[src/rtl/pwm_phase_gen.sv]
// Five-channel carrier PWM with double-buffered offset/duty, shared counter, registered gates.
// Latency: gate reflects the previous cycle's carrier count (1 clk); no backpressure, free-running.
module pwm_phase_gen #(
  parameter int SIZE   = 13,
  parameter int PERIOD = 5000
) (
  input  logic            clk,
  input  logic            rst_n,
  input  logic            en,
  input  logic [SIZE-1:0] offset_t,
  input  logic [SIZE-1:0] duty_t,
  input  logic [SIZE-1:0] offset_a1,
  input  logic [SIZE-1:0] duty_a1,
  input  logic [SIZE-1:0] offset_a2,
  input  logic [SIZE-1:0] duty_a2,
  input  logic [SIZE-1:0] offset_b1,
  input  logic [SIZE-1:0] duty_b1,
  input  logic [SIZE-1:0] offset_b2,
  input  logic [SIZE-1:0] duty_b2,
  output logic            gate_t,
  output logic            gate_a1,
  output logic            gate_a2,
  output logic            gate_b1,
  output logic            gate_b2,
  output logic            period_start,
  output logic            cfg_err
);

  localparam logic [SIZE-1:0] LAST  = SIZE'(PERIOD - 1);
  localparam logic [SIZE:0]   PER_W = (SIZE + 1)'(PERIOD);

  logic [SIZE-1:0] off_in [5];
  logic [SIZE-1:0] dty_in [5];

  logic [SIZE-1:0] cnt_q, cnt_d;
  logic [SIZE-1:0] off_q [5];
  logic [SIZE-1:0] off_d [5];
  logic [SIZE-1:0] dty_q [5];
  logic [SIZE-1:0] dty_d [5];
  logic [4:0]      gate_q, gate_d;
  logic            period_start_q, period_start_d;
  logic            cfg_err_q, cfg_err_d;
  logic            wrap, load;

  assign off_in[0] = offset_t;
  assign off_in[1] = offset_a1;
  assign off_in[2] = offset_a2;
  assign off_in[3] = offset_b1;
  assign off_in[4] = offset_b2;
  assign dty_in[0] = duty_t;
  assign dty_in[1] = duty_a1;
  assign dty_in[2] = duty_a2;
  assign dty_in[3] = duty_b1;
  assign dty_in[4] = duty_b2;

  // Out-of-range offsets clamp to the last count; the window may wrap past the period end.
  function automatic logic ch_on(input logic [SIZE-1:0] c,
                                 input logic [SIZE-1:0] off,
                                 input logic [SIZE-1:0] dty);
    logic [SIZE-1:0] o;
    logic [SIZE:0]   e;
    logic            r;
    o = (off > LAST) ? LAST : off;
    e = {1'b0, o} + {1'b0, dty};
    if (dty == '0)
      r = 1'b0;
    else if ({1'b0, dty} >= PER_W)
      r = 1'b1;
    else if (e <= PER_W)
      r = (c >= o) && ({1'b0, c} < e);
    else
      r = (c >= o) || ({1'b0, c} < (e - PER_W));
    return r;
  endfunction

  always_comb begin
    wrap           = en && (cnt_q == LAST);
    load           = !en || wrap;
    cnt_d          = '0;
    off_d          = off_q;
    dty_d          = dty_q;
    cfg_err_d      = cfg_err_q;
    gate_d         = '0;
    period_start_d = en && (cnt_q == '0);
    if (en && !wrap)
      cnt_d = cnt_q + SIZE'(1);
    if (load) begin
      off_d = off_in;
      dty_d = dty_in;
      for (int i = 0; i < 5; i++)
        if (off_in[i] > LAST)
          cfg_err_d = 1'b1;
    end
    for (int i = 0; i < 5; i++)
      gate_d[i] = en && ch_on(cnt_q, off_q[i], dty_q[i]);
  end

  always_ff @(posedge clk or negedge rst_n) begin
    if (!rst_n) begin
      cnt_q          <= '0;
      off_q          <= '{default: '0};
      dty_q          <= '{default: '0};
      gate_q         <= '0;
      period_start_q <= 1'b0;
      cfg_err_q      <= 1'b0;
    end else begin
      cnt_q          <= cnt_d;
      off_q          <= off_d;
      dty_q          <= dty_d;
      gate_q         <= gate_d;
      period_start_q <= period_start_d;
      cfg_err_q      <= cfg_err_d;
    end
  end

  assign gate_t       = gate_q[0];
  assign gate_a1      = gate_q[1];
  assign gate_a2      = gate_q[2];
  assign gate_b1      = gate_q[3];
  assign gate_b2      = gate_q[4];
  assign period_start = period_start_q;
  assign cfg_err      = cfg_err_q;

endmodule

[config.mk]
export PLATFORM = sky130hd
export DESIGN_NAME = pwm_phase_gen
export DESIGN_NICKNAME = d
export VERILOG_FILES = /design/src/rtl/pwm_phase_gen.sv
export SDC_FILE = /design/constraint.sdc
export NUM_CORES = 1
export LEC_CHECK = 0
export ABC_AREA = 1
export CORE_UTILIZATION = 55
export CTS_CLUSTER_DIAMETER = 40
export CTS_CLUSTER_SIZE = 20
export DETAILED_ROUTE_END_ITERATION = 12
export PLACE_DENSITY = 0.76
export SLEW_MARGIN = 10
export SYNTH_ARGS = -nofsm -noshare
export SYNTH_HDL_FRONTEND = slang
export SYNTH_SLANG_ARGS = --single-unit
[constraint.sdc]
create_clock -name clk -period 8 [get_ports clk]
set_input_delay 2 -clock clk [delete_from_list [all_inputs] [get_ports clk]]
set_output_delay 2 -clock clk [all_outputs]
set_load 0.02 [all_outputs]
==> results.json, run 1 <==
{
  "leakagePower_nw": 10.49,
  "criticalPathCategory": "in2reg",
  "netlist_area_sq_mm": 0.01619,
  "syn-num-nets": 2857,
  "finalPower_mw": 3.417,
  "start_util": 0.5610,
  "numPortBuffers": 139,
  "insertedDiodeCount": 0,
  "hold_buffers": 0,
  "crit_fanout": 96,
  "ioPinCount": 140,
  "detail-route-antenna-nets": 0,
  "fin_crit_sh": 0.5582,
  "grt_pass1_wl_microns": 72440,
  "use_met2": 0.5100,
  "route.detailed.drc": 0,
  "holdWs_ns": 0.4617,
  "met1_usage": 0.3919,
  "arrival_ns": 4.74,
  "synth_seq_cells": 150,
  "utilization": 0.6449,
  "coreArea_sq_mm": 0.02886,
  "antenna_found_initial": 2,
  "fin_crit_ns": 4.466,
  "min-delay-path-class": "reg2reg",
  "synth_cells": 2482,
  "crit_chain": "clkdlybuf4s50_1 > buf_4 > nand2_4 > clkinv_1 > buf_4 > o21ai_0 > a21oi_1",
  "hpwl_microns": 34650,
  "ys_top_cells_by_count": "nand2_1 (780), inv_1 (431), ha_1 (237)",
  "fin_ws_ns": 3.534,
  "ys_warn_count": 0,
  "rsz0062_at_grt": "false",
  "gp_congestion": 0.9443,
  "synth-xor-area-share": 0.02272,
  "cp_slowest_stage_delay_ns": 0.78,
  "critPathLaunchType": "input pin",
  "fin_nets": 2984,
  "crit_slowest_cell": "clkinv_1",
  "end_kind": "flop",
  "fp.dieH_microns": 173.6,
  "h-tree-depth": 4,
  "numClockSinks": 150,
  "synth.distinct_cells": 48,
  "required_ns": 8.27,
  "grt_overflow": 0,
  "post_cts_buffers": 0,
  "grtUsageTotal": 0.3015,
  "synthMuxAreaShare": 0,
  "tns_ns": 0,
  "synth_compound_area_frac": 0.09932,
  "synth.most_common_cell": "nand2_1",
  "met3_usage": 0.03311,
  "root_buffer": "clkbuf_16",
  "grt_pass1_vias": 15040,
  "first_pass_iters": 6,
  "drt-initial-drc-count": 1104,
  "syn_to_final_growth_pct": 14.97,
  "cts_made_buffers": 17,
  "clkTransAtPathRegs_ns": 0.07,
  "timing.fmax_mhz": 223.9,
  "die_w_microns": 173.6,
  "grt.busiest_layer": "met2",
  "synth_top_area_cell": "dfrtp_1",
  "ir_worst_vdd_mv": 0.1497,
  "maxCapViolCount": 0,
  "synth_top_family_by_area": "simple AND/OR/NAND/NOR gates",
  "via_per_inst": 5.306,
  "max-clock-path-buffers": 2,
  "cts_tree": "yes",
  "grt_start_max_net_pins": 129,
  "hold_path_depth": 1,
  "synth_area_per_cell_sq_um": 6.522,
  "tightest_slew_ns": 1.176,
  "worst-r2r-cell-count": 26,
  "synthArstFlopShare": 1.000,
  "ctsResizeCount": 0,
  "synth-edff-count": 0,
  "final-hold-violation-count": 0,
  "worstSkewPairLatency_ns": 0.43,
  "routed_wl_microns": 44810,
  "synth_flop_cell": "dfrtp_1",
  "max_slew_margin": 0.2163,
  "ys_seq_area_frac": 0.2319,
  "path_common_cell": "buf_4",
  "synth_simple_gate_area_frac": 0.3439,
  "powerDensity_mw_per_mm2": 183.6,
  "slew_violations": 0,
  "synth_top_area_share": 0.2319,
  "num_vias": 15950,
  "die-area_sq_mm": 0.03012,
  "detail_route.wl_per_cell_microns": 14.91,
  "finalSetupViolCount": 0,
  "final.setup_skew_ns": 0.01353,
  "layout-drive-gt1-share": 0.05761,
  "status": "completed",
  "num_rows": 62,
  "synthTopCellsByArea": "dfrtp_1 (23%), ha_1 (18%), nand2_1 (18%)",
  "synthAdderAreaFrac": 0.1894,
  "dpl_worst_slack_ns": 3.097
}
-- layout by cell type, fill, tap and decap left out, types with 6 or more instances in the layout --
master	n
a21oi_1	85
a21oi_2	15
a221oi_1	12
buf_4	12
clkbuf_16	17
clkdlybuf4s50_1	138
dfrtp_1	150
ha_1	237
inv_1	431
nand2_1	779
nand2_2	47
nand3_1	157
nand3_2	17
nand4_1	41
nor2_1	177
nor2_2	11
nor3_1	29
nor4_1	10
o21ai_0	117
o21bai_1	11
o31ai_1	10
xnor2_1	6
xor2_1	36
-- cells by family after synthesis --
kind of cell               after synthesis
adders and majority gates              242
AOI/OAI and AO/OA                      276
DFF                                    150
and+or+nand+nor                       1291
buffers and inverters                  481
xor gates and xnor gates                42
-- registers in the layout, indices dropped and copies added (netlist names) --
name,count
cfg_err,1
cnt_q,13
dty_q,65
gate_q,5
off_q,65
period_start,1
-- stage by stage --
step	std cells	cell area [sq um]
5_1_grt	3005	18610
6_report	3005	18610
4_1_cts	3005	18610
3_3_place_gp	2974	17980
2_1_floorplan	2482	16190
3_5_place_dp	2974	17980
-- critical path: cells and delay by family --
kind / cells / cell delay [ns]
buffers and inverters: 4 / 1.87
AND/OR/NAND/NOR: 1 / 0.64
AO/OA/AOI/OAI: 2 / 0.18
-- path summary, 6_finish.rpt --
check                           startpoint   endpoint  slack [ns]
worst max-delay path                    en   cnt_q[2]        3.53
worst min-delay path              cnt_q[0]   cnt_q[0]        0.46
worst max register to register   off_q[57]  gate_q[0]        3.63
worst min register to register    cnt_q[0]   cnt_q[0]        0.46
max in group asynchronous            rst_n  dty_q[46]        4.89
min in group asynchronous            rst_n  gate_q[3]        1.56
-- report_power, final --
part / internal (mW) / switching, mW / leakage (nW) / total, mW
clock network: 0.535 / 0.338 / 0.309 / 0.873
registers: 0.824 / 0.0547 / 1.84 / 0.879
logic: 0.617 / 1.05 / 8.34 / 1.67
total: 1.98 / 1.44 / 10.5 / 3.42
-- routing by layer --
layer,share of wire,wire [microns]
met1,0.45,20060
met2,0.47,20860
met3,0.049,2184
met4,0.038,1687
met5,0.00038,17
-- layout make-up --
| class | count | area, sq um |
|---|---|---|
| multi-input combinational | 1851 | 10620 |
| timing repair buffer | 151 | 1483 |
| tap | 384 | 480.5 |
| inverter | 438 | 1644 |
| clock inverter | 13 | 196.4 |
| sequential | 150 | 3754 |
| fill | 2604 | 10250 |
| clock buffer | 18 | 439.2 |
(Power assumes the default switching activity.)
==> inputs of run 2 (changes only) <==
Settings changed: PLACE_DENSITY 0.76 to 0.79.
Clock period 8 ns to 3.94 ns, I/O delays scaled along.
==> run 2 against run 1 <==
The flow now finishes with violations (negative setup slack). Worst hold slack worse by 0.0014 ns. Sequential cell count stayed put. Clock power is 83% higher. Sequential power is 110% higher. Combinational power grew to 2.5 times the previous value. Critical path type is now reg2reg. Largest power group unchanged. Non-clock buffer count is 60 higher. Sequential share of layout area is 1.8 points lower.
==> results.json, run 2 (synthesized netlist as in run 1, its figures left out) <==
{
  "slew_violations": 0,
  "worstSetupStartpoint": "off_q[44]",
  "status": "complete, but fails checks",
  "die-area_sq_mm": 0.03012,
  "path_common_cell": "nand2_1",
  "dp_cells": 2995,
  "fin_nets": 3045,
  "grt_start_max_net_pins": 223,
  "worst-r2r-cell-count": 30,
  "finalNonFillerCells": 3067,
  "violations": "negative setup slack",
  "antenna_found_initial": 0,
  "clkTransAtPathRegs_ns": 0.07,
  "start_util": 0.5610,
  "fp.dieH_microns": 173.6,
  "r2r_end": "gate_q[1]",
  "final_area_sq_mm": 0.02044,
  "gp_congestion": 0.9572,
  "fin_crit_sh": 1.034,
  "first_pass_iters": 6,
  "layout-drive-gt1-share": 0.1655,
  "grt_pass1_vias": 15670,
  "die_w_microns": 173.6,
  "leakagePower_nw": 10.88,
  "fin_crit_ns": 4.072,
  "numClockSinks": 150,
  "finalPower_mw": 7.624,
  "cts_made_buffers": 17,
  "cp_slowest_stage_delay_ns": 0.41,
  "powerDensity_mw_per_mm2": 373.1,
  "insertedDiodeCount": 0,
  "criticalPathCategory": "reg2reg",
  "syn_to_final_growth_pct": 26.25,
  "rr_startpoint": "off_q[44]",
  "critPathLaunchType": "flop",
  "root_buffer": "clkbuf_16",
  "routed_wl_microns": 49890,
  "num_rows": 62,
  "dpl_worst_slack_ns": -0.09409,
  "h-tree-depth": 4,
  "final.setup_skew_ns": 0.01206,
  "min-delay-path-class": "reg2reg",
  "coreArea_sq_mm": 0.02886,
  "grtUsageTotal": 0.3076,
  "fin_ws_ns": -0.1323,
  "grt_overflow": 0,
  "route.detailed.drc": 0,
  "timing.fmax_mhz": 245.6,
  "placed_area_sq_mm": 0.01816,
  "holdWs_ns": 0.4602,
  "reg.largest.list": "dty_q (65), off_q (65), cnt_q (13)",
  "max-clock-path-buffers": 2,
  "hold_buffers": 0,
  "tightest_slew_ns": 1.142,
  "rsz0062_at_grt": "true",
  "detail_route.wl_per_cell_microns": 16.27,
  "arrival_ns": 4.44,
  "hpwl_microns": 35300,
  "tns_ns": -0.1323,
  "grt_pass1_wl_microns": 74680,
  "via_per_inst": 5.544,
  "required_ns": 4.31,
  "final-hold-violation-count": 0,
  "final_common_cell": "nand2_1",
  "final_cell_mix": "nand2_1 (718), inv_1 (410), ha_1 (192)",
  "max_slew_margin": 0.2389,
  "worstSkewPairLatency_ns": 0.44,
  "crit_slowest_cell": "dfrtp_1",
  "end_kind": "flop",
  "cts_tree": "yes",
  "detail-route-antenna-nets": 0,
  "ir_worst_vdd_mv": 0.3180,
  "ioPinCount": 140,
  "drt-initial-drc-count": 1351,
  "r2r_slack_ns": -0.13,
  "endpoint": "gate_q[1]",
  "utilization": 0.7082,
  "finalSetupViolCount": 1,
  "crit_fanout": 5,
  "numPortBuffers": 139,
  "maxCapViolCount": 0,
  "num_vias": 17000
}
## run 2: cell count changes in the layout (fill, tap and decap cells not counted), sizes merged
cell      change
clkbuf        +2
clkinvlp      +2
buf          +59
inv           +2
clkinv        +1
bufinv        -4
## run 2: area by class of cell
class | instances | area, sq um
Inverter | 438 | 1657
Tap cell | 384 | 480.5
Fill cell | 2263 | 8421
Clock buffer | 19 | 452.9
Timing Repair Buffer | 211 | 2016
Timing Repair inverter | 1 | 7.507
Multi-Input combinational cell | 1851 | 11960
Sequential cell | 150 | 3754
Clock inverter | 13 | 112.6
## run 2: where the power goes
group	total, mW	internal (mW)	switching, mW
clock network	1.60	0.858	0.746
registers	1.82	1.67	0.144
logic	4.20	1.67	2.53
total	7.62	4.21	3.42
## run 2: worst min path at each step
stage | start | to | slack, ns | cells after the start
floorplan | cnt_q[0] | cnt_q[0] | 0.43 | 1
global placement | cnt_q[0] | cnt_q[0] | 0.44 | 1
detailed placement | cnt_q[0] | cnt_q[0] | 0.45 | 1
CTS | cnt_q[0] | cnt_q[0] | 0.46 | 1
global route | cnt_q[0] | cnt_q[0] | 0.47 | 1
finish | cnt_q[0] | cnt_q[0] | 0.46 | 1
## run 2: what timing repair did
action                                  in CTS  in global routing
endpoints found under the hold margin        0                  0
setup buffers                                1                 37
pin swaps                                    0                112
cloned                                       0                  2
endpoints found under the setup margin       5                  5
resized for setup                           12                316
## run 2: critical path, delay by kind of cell (launching register included)
family | cells | cell delay [ns]
AO/OA/AOI/OAI | 3 | 0.50
XOR/XNOR | 1 | 0.17
adder cells (fa/ha/maj) | 2 | 0.56
buffers and inverters | 5 | 0.41
flip-flops | 1 | 0.41
AND/OR/NAND/NOR | 19 | 1.96
## run 2: layer usage
layer	global-route usage	wire [microns]
met2	0.5167	23940
met1	0.4025	20270
met5	0	0
met3	0.03048	3222
met4	0.1324	2458
